===== src/rtl/serial_add_seq_pkg.sv =====
// Shared types and sizing for the serial add/subtract sequencer.
package serial_add_seq_pkg;
  localparam int DEF_WIDTH = 32;
  localparam int DEF_SLICE = 4;
  localparam int NSLICE    = DEF_WIDTH / DEF_SLICE;
  localparam int IDX_W     = (NSLICE > 1) ? $clog2(NSLICE) : 1;

  typedef enum logic [1:0] {
    ST_IDLE = 2'd0,
    ST_RUN  = 2'd1,
    ST_DONE = 2'd2
  } state_e;
endpackage


===== src/rtl/serial_add_seq_add_slice.sv =====
// Combinational SLICE-bit adder used once per cycle by the sequencer.
module add_slice #(
  parameter int SLICE = 4
) (
  input  logic [SLICE-1:0] din1_i,
  input  logic [SLICE-1:0] din2_i,
  input  logic             cin_i,
  output logic [SLICE-1:0] sum_o,
  output logic             cout_o
);
  assign {cout_o, sum_o} = {1'b0, din1_i} + {1'b0, din2_i} + {{SLICE{1'b0}}, cin_i};
endmodule


===== src/rtl/serial_add_seq.sv =====
// Multi-cycle add/subtract: one SLICE-bit chunk per clock, LSB first, carry
// held in a register between chunks; flags published on the last chunk.
module serial_add_seq
  import serial_add_seq_pkg::*;
#(
  parameter int WIDTH = DEF_WIDTH,
  parameter int SLICE = DEF_SLICE
) (
  input  logic             clk_i,
  input  logic             rst_i,
  input  logic             start_i,
  input  logic             op_sub_i,
  input  logic [WIDTH-1:0] din1_i,
  input  logic [WIDTH-1:0] din2_i,
  input  logic             flush_i,
  output logic             ready_o,
  output logic             busy_o,
  output logic             valid_o,
  output logic [WIDTH-1:0] sum_o,
  output logic             c_o,
  output logic             ovf_o,
  output logic             zero_o
);
  localparam int NS = WIDTH / SLICE;
  localparam int IW = (NS > 1) ? $clog2(NS) : 1;
  localparam logic [IW-1:0] LAST = IW'(NS - 1);

  state_e           state_q, state_d;
  logic [IW-1:0]    idx_q, idx_d;
  logic             carry_q, carry_d;
  logic [WIDTH-1:0] a_q, a_d, b_q, b_d, res_q, res_d, sum_q, sum_d;
  logic             c_q, c_d, ovf_q, ovf_d, zero_q, zero_d, valid_q, valid_d;
  logic [SLICE-1:0] slice_sum;
  logic             slice_cout;

  add_slice #(.SLICE(SLICE)) u_slice (
    .din1_i (a_q[idx_q*SLICE +: SLICE]),
    .din2_i (b_q[idx_q*SLICE +: SLICE]),
    .cin_i  (carry_q),
    .sum_o  (slice_sum),
    .cout_o (slice_cout)
  );

  always_comb begin
    state_d = state_q;
    idx_d   = idx_q;
    carry_d = carry_q;
    a_d     = a_q;
    b_d     = b_q;
    res_d   = res_q;
    sum_d   = sum_q;
    c_d     = c_q;
    ovf_d   = ovf_q;
    zero_d  = zero_q;
    valid_d = 1'b0;
    case (state_q)
      ST_IDLE, ST_DONE: begin
        if (start_i) begin
          // Subtract is A + ~B + 1: the +1 enters as the initial carry.
          a_d     = din1_i;
          b_d     = op_sub_i ? ~din2_i : din2_i;
          carry_d = op_sub_i;
          idx_d   = '0;
          state_d = ST_RUN;
        end else begin
          state_d = ST_IDLE;
        end
      end
      ST_RUN: begin
        if (flush_i) begin
          state_d = ST_IDLE;
        end else begin
          res_d[idx_q*SLICE +: SLICE] = slice_sum;
          carry_d = slice_cout;
          idx_d   = idx_q + 1'b1;
          if (idx_q == LAST) begin
            state_d = ST_DONE;
            sum_d   = res_d;
            c_d     = slice_cout;
            ovf_d   = (a_q[WIDTH-1] == b_q[WIDTH-1]) && (res_d[WIDTH-1] != a_q[WIDTH-1]);
            zero_d  = (res_d == '0);
            valid_d = 1'b1;
          end
        end
      end
      default: state_d = ST_IDLE;
    endcase
  end

  always_ff @(posedge clk_i or posedge rst_i) begin
    if (rst_i) begin
      state_q <= ST_IDLE;
      idx_q   <= '0;
      carry_q <= 1'b0;
      a_q     <= '0;
      b_q     <= '0;
      res_q   <= '0;
      sum_q   <= '0;
      c_q     <= 1'b0;
      ovf_q   <= 1'b0;
      zero_q  <= 1'b0;
      valid_q <= 1'b0;
    end else begin
      state_q <= state_d;
      idx_q   <= idx_d;
      carry_q <= carry_d;
      a_q     <= a_d;
      b_q     <= b_d;
      res_q   <= res_d;
      sum_q   <= sum_d;
      c_q     <= c_d;
      ovf_q   <= ovf_d;
      zero_q  <= zero_d;
      valid_q <= valid_d;
    end
  end

  assign ready_o = (state_q != ST_RUN);
  assign busy_o  = (state_q == ST_RUN);
  assign valid_o = valid_q;
  assign sum_o   = sum_q;
  assign c_o     = c_q;
  assign ovf_o   = ovf_q;
  assign zero_o  = zero_q;
endmodule


===== config.mk =====
export PLATFORM = sky130hd
export DESIGN_NAME = serial_add_seq
export DESIGN_NICKNAME = d
export VERILOG_FILES = /design/src/rtl/serial_add_seq_pkg.sv /design/src/rtl/serial_add_seq_add_slice.sv /design/src/rtl/serial_add_seq.sv
export SDC_FILE = /design/constraint.sdc
export NUM_CORES = 1
export LEC_CHECK = 0
export BUFFER_PORTS_ARGS = -buffer_cell sky130_fd_sc_hd__buf_2
export CAP_MARGIN = 20
export CORE_MARGIN = 8
export CORE_UTILIZATION = 57
export DETAILED_ROUTE_END_ITERATION = 10
export PLACE_DENSITY_LB_ADDON = 0.08
export SYNTH_ARGS = -nofsm -noshare
export SYNTH_HDL_FRONTEND = slang
export SYNTH_SLANG_ARGS = --single-unit

===== constraint.sdc =====
create_clock -name clk_i -period 5.2 [get_ports clk_i]
set_input_delay 0.52 -clock clk_i [delete_from_list [all_inputs] [get_ports clk_i]]
set_output_delay 0.52 -clock clk_i [all_outputs]
set_load 0.005 [all_outputs]

=== Word level (Yosys, flattened, before mapping) ===
Cells that the tools add are included.

* Bits in registers: 138
* Input bits: 69

* $add $sub $neg: 4
* Equality and inequality tests: 9
* Shift operators: 4
* Bitwise logic cells: 2
* Reduce and logical (&&, ||, !) cells: 9
* Multiplexer cells: 15

{| class="wikitable"
|+ Operators by type and width
! kind !! count
|-
| $shiftx A32 B6 Y4 || 2
|-
| $neg A5 Y34 || 1
|-
| $shift A4 B34 Y32 const A || 1
|-
| $shiftx A4 B34 Y32 || 1
|-
| $bwmux W32 || 1
|-
| $logic_not A32 Y1 || 1
|-
| $mux W32 || 1
|-
| $not A32 Y32 || 1
|-
| $mux W1 || 6
|-
| $mux W3 || 2
|-
| $pmux W3 S2 || 1
|-
| $reduce_and A3 Y1 || 2
|-
| $add A4 B4 Y5 || 1
|-
| $add A5 B1 Y5 || 1
|-
| $mux W2 || 2
|-
| $ne A2 B2 Y1 const B || 2
|-
| $pmux W2 S2 || 1
|-
| $reduce_and A2 Y1 || 2
|-
| $add A3 B1 Y3 const B || 1
|-
| $eq A3 B3 Y1 const B || 1
|-
| $ne A3 B2 Y1 const B || 1
|-
| $eq A2 B1 Y1 const B || 1
|-
| $eq A2 B2 Y1 const B || 1
|-
| $logic_not A2 Y1 || 1
|-
| 8 further kinds || 8
|}

=== Longest topological paths before layout ===
Gate-level depths: netlist of the first run.

* Depth after elaboration: 7
* Depth in mapped cells: 14
* Depth with buffers taken out: 11

=== By module ===
Synthesis of the first run repeated with hierarchy kept, for this count alone.

* Cell total of the unflattened synthesis: 630
* Area, all modules: 6912.9 sq um

{| class="wikitable"
|+ By module, submodules not included
! module !! cells an instance !! area each (sq um) !! times used
|-
| serial_add_seq || 614 || 6769.0 || 1
|-
| add_slice || 16 || 143.9 || 1
|}

=== Least setup slack after synthesis of the first run ===
No wires, ideal clock.

* Kind: register to register
* Start: register idx_q[0]
* End: register zero_q (netlist: zero_o)
* Clock period less this slack: 3357 ps
* Stages on the path, launching flop included: 15
* Path slack: 1843 ps
* Arrival time: 3262 ps
* Buffers on the path: 3
* Required time: 5105 ps
* Cell sequence: dfrtp_1 buf_4 buf_4 buf_2 mux4_2 nand2_1 nand2_1 fa_1 inv_1 fa_1 xor2_1 nand3_1 a22oi_1 nand4_1 o31ai_1

* Longest elaborated chain between the ends: 6
* Elaborated cells between the ends (all ways): 11

{| class="wikitable"
|+ RTL lines
! what !! RTL line !! source
|-
| start: declaration || serial_add_seq.sv:29 || <nowiki>logic [IW-1:0] idx_q, idx_d;</nowiki>
|-
| start signal: assignment || serial_add_seq.sv:105 || <nowiki>idx_q <= idx_d;</nowiki>
|-
| $shiftx A32 B6 Y4 (on tied branches) || serial_add_seq.sv:37, serial_add_seq.sv:38 ||
|-
| $add A4 B4 Y5 || serial_add_seq_add_slice.sv:11 || <nowiki>assign {cout_o, sum_o} = {1'b0, din1_i} + {1'b0, din2_i} + {{SLICE{1'b0}}, cin_i};</nowiki>
|-
| $add A5 B1 Y5 || serial_add_seq_add_slice.sv:11 ||
|-
| $shiftx A4 B34 Y32 || serial_add_seq.sv:73 || <nowiki>res_d[idx_q*SLICE +: SLICE] = slice_sum;</nowiki>
|-
| $bwmux W32 || serial_add_seq.sv:73 ||
|-
| $logic_not A32 Y1 || serial_add_seq.sv:81 || <nowiki>zero_d = (res_d == '0);</nowiki>
|-
| end signal: assignment || serial_add_seq.sv:113 || <nowiki>zero_q <= zero_d;</nowiki>
|-
| end: declaration || serial_add_seq.sv:32 || <nowiki>logic c_q, c_d, ovf_q, ovf_d, zero_q, zero_d, valid_q, valid_d;</nowiki>
|}

Several ways; a longest one is shown, not always the timed one.
A chain may end at the register's enable or synchronous reset.

=== Worst setup path after layout of the first run ===
* Start: register idx_q[0]
* End: register sum_q[25] (netlist: sum_o[25])

* Longest elaborated chain between the ends: 5
* Elaborated cells between the ends (all ways): 10

{| class="wikitable"
|+ RTL lines
! what !! RTL line !! source
|-
| $shiftx A32 B6 Y4 (on tied branches) || serial_add_seq.sv:37, serial_add_seq.sv:38 ||
|-
| $add A4 B4 Y5 || serial_add_seq_add_slice.sv:11 ||
|-
| $add A5 B1 Y5 || serial_add_seq_add_slice.sv:11 ||
|-
| $shiftx A4 B34 Y32 || serial_add_seq.sv:73 ||
|-
| $bwmux W32 || serial_add_seq.sv:73 ||
|-
| end signal: assignment || serial_add_seq.sv:110 || <nowiki>sum_q <= sum_d;</nowiki>
|-
| end: declaration || serial_add_seq.sv:31 || <nowiki>logic [WIDTH-1:0] a_q, a_d, b_q, b_d, res_q, res_d, sum_q, sum_d;</nowiki>
|}

Several ways; a longest one is shown, not always the timed one.

==> flow_summary.json, run 1 <==
{
  "synth.area.mux_share_pct": 17.4,
  "initial_core_util_pct": 58.7,
  "dp.final_hpwl_mm": 10.3,
  "cp-start-kind": "register",
  "synth_compound_area_share_pct": 8.78,
  "tns_ns": 0,
  "hold_viol": 0,
  "clock_latency_ns": 0.42,
  "synth.distinct_cells": 56,
  "wl_per_cell_um": 17.2,
  "clockPowerShare_pct": 26.9,
  "synth_nets": 691,
  "worst_setup_path_end_kind": "register",
  "viasPerCell": 5.48,
  "gr-usage-met2_pct": 32.9,
  "num_antenna_cells": 0,
  "maxCapViolCount": 0,
  "cts_tree": "yes",
  "dr.pass1.iters": 4,
  "gp_congestion": 0.834,
  "switching_share_pct": 36.7,
  "synth_top_family_by_area": "multiplexers",
  "rows": 39,
  "remaining_drc_errors": 0,
  "portBuffers": 106,
  "grt_max_degree": 102,
  "nets": 778,
  "num_vias": 4690,
  "netlist_area_um2": 6730,
  "top_level_ports": 107,
  "fin_util_pct": 68.5,
  "busiest_layer": "met2",
  "ys.flop_type": "dfrtp_1",
  "synthToLayoutAreaGrowth_pct": 16.7,
  "finalCritPeriodShare_pct": 76.3,
  "clock_skew_ns": 0.00680,
  "cts.htree.levels": 4,
  "r2r_start": "idx_q[0]",
  "grt_first_pass_wirelength_mm": 24.9,
  "synth_area_per_cell_um2": 11.0,
  "synth_cells": 613,
  "switching_power_uw": 1550,
  "drive_gt1_share_pct": 31.3,
  "cts.clk_slew.worst_paths_ns": 0.06,
  "overflow": 0,
  "final_common_cell": "dfrtp_1",
  "cts_root_buf": "clkbuf_16",
  "core-area_um2": 11500,
  "synth-warning-count": 0,
  "fin_crit_ns": 3.97,
  "die-area_um2": 15500,
  "final_antenna_net_count": 0,
  "place_inst": 824,
  "synthAdderAreaFrac_pct": 1.90,
  "track_usage_pct": 19.6,
  "rsz0062_at_grt": "no",
  "post-layout-total-power_uw": 4230,
  "peakVddDrop_mv": 0.382,
  "grt_antenna_before_repair": 0,
  "setup_violations": 0,
  "fp.dieH_um": 125,
  "cts_buffers": 17,
  "first_iter_violations": 223,
  "stdcell_count": 856,
  "die_width_um": 125,
  "ctsHoldBuffers": 0,
  "synth_edf_count": 0,
  "crit_path_max_fanout": 17,
  "r2r_setup_slack_ns": 1.23,
  "clockBufferDepth": 2,
  "final_cell_mix": "138 x dfrtp_1, 106 x buf_2, 97 x nand2_1, 58 x o21ai_0, 54 x mux2_2",
  "p_per_area_nw_per_um2": 539,
  "p_int_uw": 2670,
  "totalWireLength_mm": 14.7,
  "cts.repair.resized": 0,
  "report.final.slew_viol_count": 0,
  "postCtsSetupBuffers": 0,
  "max_clock_freq_mhz": 252,
  "seqPwrFrac_pct": 36.0,
  "synth_xor_area_share_pct": 4.43,
  "p_leak_uw": 0.00375,
  "critPathKind": "reg -> reg",
  "synth_seq_cells": 138,
  "combPwrFrac_pct": 37.1,
  "status": "finished clean",
  "hold_class": "in -> async",
  "synth-async-reset-ratio_pct": 100,
  "slew_headroom_pct": 32.5,
  "cp_data_required_time_ns": 5.53,
  "arrival_ns": 4.30,
  "worst_pin_slew_ns": 1.01,
  "ys_seq_area_share_pct": 51.3,
  "cts_sinks": 138,
  "use_met1_pct": 24.2,
  "synthSimpleGateAreaFrac_pct": 12.6,
  "timing.critical_path.from": "idx_q[0]",
  "grt_pass1_vias": 5015,
  "use_met3_pct": 4.72
}
worst max-delay path, cell delays in order, from the launching register on:
cell and delay (ns):
dfrtp_1 0.98, mux4_2 0.61, nand2_1 0.08, nand2_1 0.10
fa_1 0.40, inv_1 0.08, fa_1 0.62, nor3_1 0.64
mux2i_1 0.17, a21oi_1 0.19
Yosys cell counts (2+ instances only):
master / count / area [um^2]
clkinv_1: 2 / 7.51
or4_1: 3 / 22.5
nor3_1: 8 / 40.0
fa_1: 2 / 40.0
mux2_2: 54 / 608
or3_1: 3 / 18.8
mux2i_1: 20 / 200
nor2_1: 35 / 131
nand2b_1: 3 / 18.8
clkbuf_1: 28 / 105
nand3_1: 7 / 35.0
buf_4: 3 / 22.5
nand4_1: 2 / 12.5
dfrtp_1: 138 / 3450
nor4_1: 2 / 12.5
inv_1: 10 / 37.5
or2_2: 3 / 18.8
a21oi_1: 35 / 175
buf_6: 2 / 22.5
mux4_2: 16 / 360
o21ai_0: 58 / 290
ha_1: 7 / 87.6
a22oi_1: 2 / 15.0
xnor2_1: 33 / 289
nand2_1: 97 / 364
buf_2: 8 / 40.0
and2_1: 2 / 12.5
buf_1: 2 / 7.51
state kept, by name (all words and copies together), names as in the netlist:
register	cells
a_q	32
b_q	32
res_q	32
sum_o	32
idx_q	3
state_q	2
c_o	1
carry_q	1
ovf_o	1
valid_o	1
zero_o	1
power groups by stage:
stage	logic (uW)	registers, uW	clock network, uW
global placement	1530	1530	0
global route	1750	1560	1200
detailed placement	1580	1540	0
CTS	1580	1520	1150
finish	1570	1520	1140
floorplan	1230	1440	0
worst paths after layout:
| path | depth (start not counted) | to |
|---|---|---|
| max | 9 | sum_o[25] |
| min | 2 | ovf_o |
| max reg2reg | 9 | sum_o[25] |
| min reg2reg | 2 | sum_o[21] |
| max in group asynchronous | 3 | a_q[8] |
| min in group clk_i | 2 | a_q[7] |
cells by family (layout without fill, tap and decap cells):
| group | Yosys count | in the layout |
|---|---|---|
| and+or+nand+nor | 180 | 180 |
| DFF | 138 | 138 |
| AOI/OAI and AO/OA | 107 | 107 |
| muxes | 90 | 90 |
| buffers and inverters | 55 | 155 |
| xor gates and xnor gates | 34 | 34 |
| adders and majority gates | 9 | 9 |
through the flow:
stage	cell area (um^2)	hold slack [ns]	worst slack, ns
2_1_floorplan	6730	0.445	0.984
3_3_place_gp	7290	0.457	1.26
3_5_place_dp	7290	0.466	1.17
4_1_cts	7850	0.292	1.14
5_1_grt	7850	0.318	0.785
6_report	7850	0.250	1.23
layer usage:
layer  vias to the layer above  share of wire (%)
li1                       2299                  -
met1                      2281                 44
met2                        94                 50
met3                        16                3.9
met4                         0                1.4
met5                         -                  0
area by class of cell:
cell class / instances / area, um^2
Fill cell: 890 / 3620
Clock inverter: 7 / 65.1
Multi-Input combinational cell: 420 / 3040
Tap cell: 143 / 179
Clock buffer: 25 / 495
Sequential cell: 138 / 3450
Inverter: 12 / 50.0
Timing Repair Buffer: 111 / 568
No activity file was read; power rests on OpenSTA's default activity.
==> inputs of run 2 (changes only) <==
==> constraint.sdc (replaced) <==
create_clock -name clk_i -period 4 [get_ports clk_i]
set_input_delay 0.4 -clock clk_i [delete_from_list [all_inputs] [get_ports clk_i]]
set_output_delay 0.4 -clock clk_i [all_outputs]
set_load 0.005 [all_outputs]
==> flow_summary.json, run 2 (synthesis gave the netlist of run 1 again) <==
{
  "status": "finished clean",
  "core-area_um2": 11500,
  "ctsHoldBuffers": 0,
  "cts.clk_slew.worst_paths_ns": 0.06,
  "hold_class": "in -> async",
  "die_width_um": 125,
  "dr.pass1.iters": 4,
  "gp_congestion": 0.882,
  "fp.dieH_um": 125,
  "wl_per_cell_um": 17.1,
  "p_leak_uw": 0.00382,
  "p_per_area_nw_per_um2": 727,
  "clockBufferDepth": 2,
  "die-area_um2": 15500,
  "overflow": 0,
  "clock_latency_ns": 0.42,
  "rsz0062_at_grt": "no",
  "grt_first_pass_wirelength_mm": 25.4,
  "worst_setup_path_end_kind": "register",
  "use_met1_pct": 24.7,
  "r2r_setup_slack_ns": 0.62,
  "hold_slack_ns": 0.122,
  "max_clock_freq_mhz": 296,
  "portBuffers": 106,
  "use_met3_pct": 4.64,
  "num_vias": 4766,
  "critPathKind": "reg -> reg",
  "initial_core_util_pct": 58.7,
  "cp_data_required_time_ns": 4.33,
  "cts_root_buf": "clkbuf_16",
  "dp.final_hpwl_mm": 10.3,
  "postCtsSetupBuffers": 0,
  "rows": 39,
  "setup_violations": 0,
  "final_cell_mix": "138 x dfrtp_1, 106 x buf_2, 97 x nand2_1, 58 x o21ai_0, 54 x mux2_2",
  "fin_crit_ns": 3.38,
  "busiest_layer": "met2",
  "gr-usage-met2_pct": 33.0,
  "finalCritPeriodShare_pct": 84.4,
  "cts.repair.resized": 0,
  "report.final.slew_viol_count": 0,
  "timing.critical_path.from": "idx_q[0]",
  "grt_antenna_before_repair": 0,
  "design_area_um2": 8010,
  "r2r_cells": 12,
  "peakVddDrop_mv": 0.475,
  "arrival_ns": 3.70,
  "worst_pin_slew_ns": 0.994,
  "num_antenna_cells": 0,
  "regToRegEndpoint": "zero_o",
  "n_fill_cell": 872,
  "cts_tree": "yes",
  "maxCapViolCount": 0,
  "grt_pass1_vias": 5159,
  "cts_buffers": 17,
  "hold_viol": 0,
  "endpoint": "zero_o",
  "clock_skew_ns": 0.00542,
  "drive_gt1_share_pct": 32.5,
  "remaining_drc_errors": 0,
  "final_antenna_net_count": 0,
  "final_common_cell": "dfrtp_1",
  "tns_ns": 0,
  "placed_cell_area_um2": 7370,
  "cts.htree.levels": 4,
  "viasPerCell": 5.52,
  "first_iter_violations": 309,
  "track_usage_pct": 19.9,
  "cp-start-kind": "register",
  "top_level_ports": 107,
  "slew_headroom_pct": 33.8,
  "totalWireLength_mm": 14.8,
  "synthToLayoutAreaGrowth_pct": 19.1,
  "r2r_start": "idx_q[0]",
  "nets": 786,
  "crit_path_max_fanout": 19,
  "grt_max_degree": 139,
  "cts_sinks": 138
}
==> run 2: cell count changes in the layout (fill, tap and decap cells not counted), sizes merged <==
cell / delta
clkinvlp: +4
clkbuf: -4
buf: +8
bufinv: +3
inv: -1
clkinv: -2
==> run 2: report_power, final <==
| part | switching [uW] | internal, uW |
|---|---|---|
| sequential | 229 | 1710 |
| combinational | 1250 | 968 |
| clock | 578 | 1090 |
==> run 2: metrics by stage <==
stage	util, %	std cells	setup WS [ns]	total power (uW)
after floorplan	-	613	0.643	3470
after global placement	64.3	832	0.741	4100
after detailed placement	64.3	832	0.641	4170
after CTS	69.9	864	0.619	5850
after global routing	69.9	864	0.420	6180
final	69.9	864	0.623	5820
==> run 2: metal layers <==
metal / part of all wire [%] / up-vias / wire (um)
li1: - / 2315 / -
met1: 44 / 2313 / 6500
met2: 50 / 118 / 7340
met3: 5.1 / 20 / 760
met4: 1.5 / 0 / 220
met5: 0 / - / 0
==> run 2: final cells by class <==
type / count / area, um^2 / share of cell area [%]
multi-input cells: 420 / 3040 / 37.9
clock inverters: 11 / 168 / 2.09
repair buffers: 119 / 653 / 8.15
well taps: 143 / 179 / 2.23
flip-flops and latches: 138 / 3450 / 43.1
inverters: 12 / 48.8 / 0.609
clock buffers: 21 / 470 / 5.87
==> run 2: worst min path at each step <==
stage,from,end,slack [ns],cells past startpoint
CTS,din1_i[14],a_q[14],0.20,2
detailed placement,sum_o[1],sum_o[1],0.46,2
global route,din1_i[20],a_q[20],0.21,2
finish,rst_i,sum_o[31],0.12,3
global placement,sum_o[7],sum_o[7],0.46,2
floorplan,b_q[10],b_q[10],0.44,2
==> run 2: critical path: stages (launching register included) <==
cell,delay (ns)
dfrtp_1,0.59
buf_12,0.25
mux4_2,0.51
nand2_1,0.08
nand2_1,0.09
fa_1,0.42
inv_1,0.09
fa_1,0.24
xnor2_1,0.15
or3_1,0.35
o21ai_0,0.15
nand4_1,0.10
o31ai_1,0.25
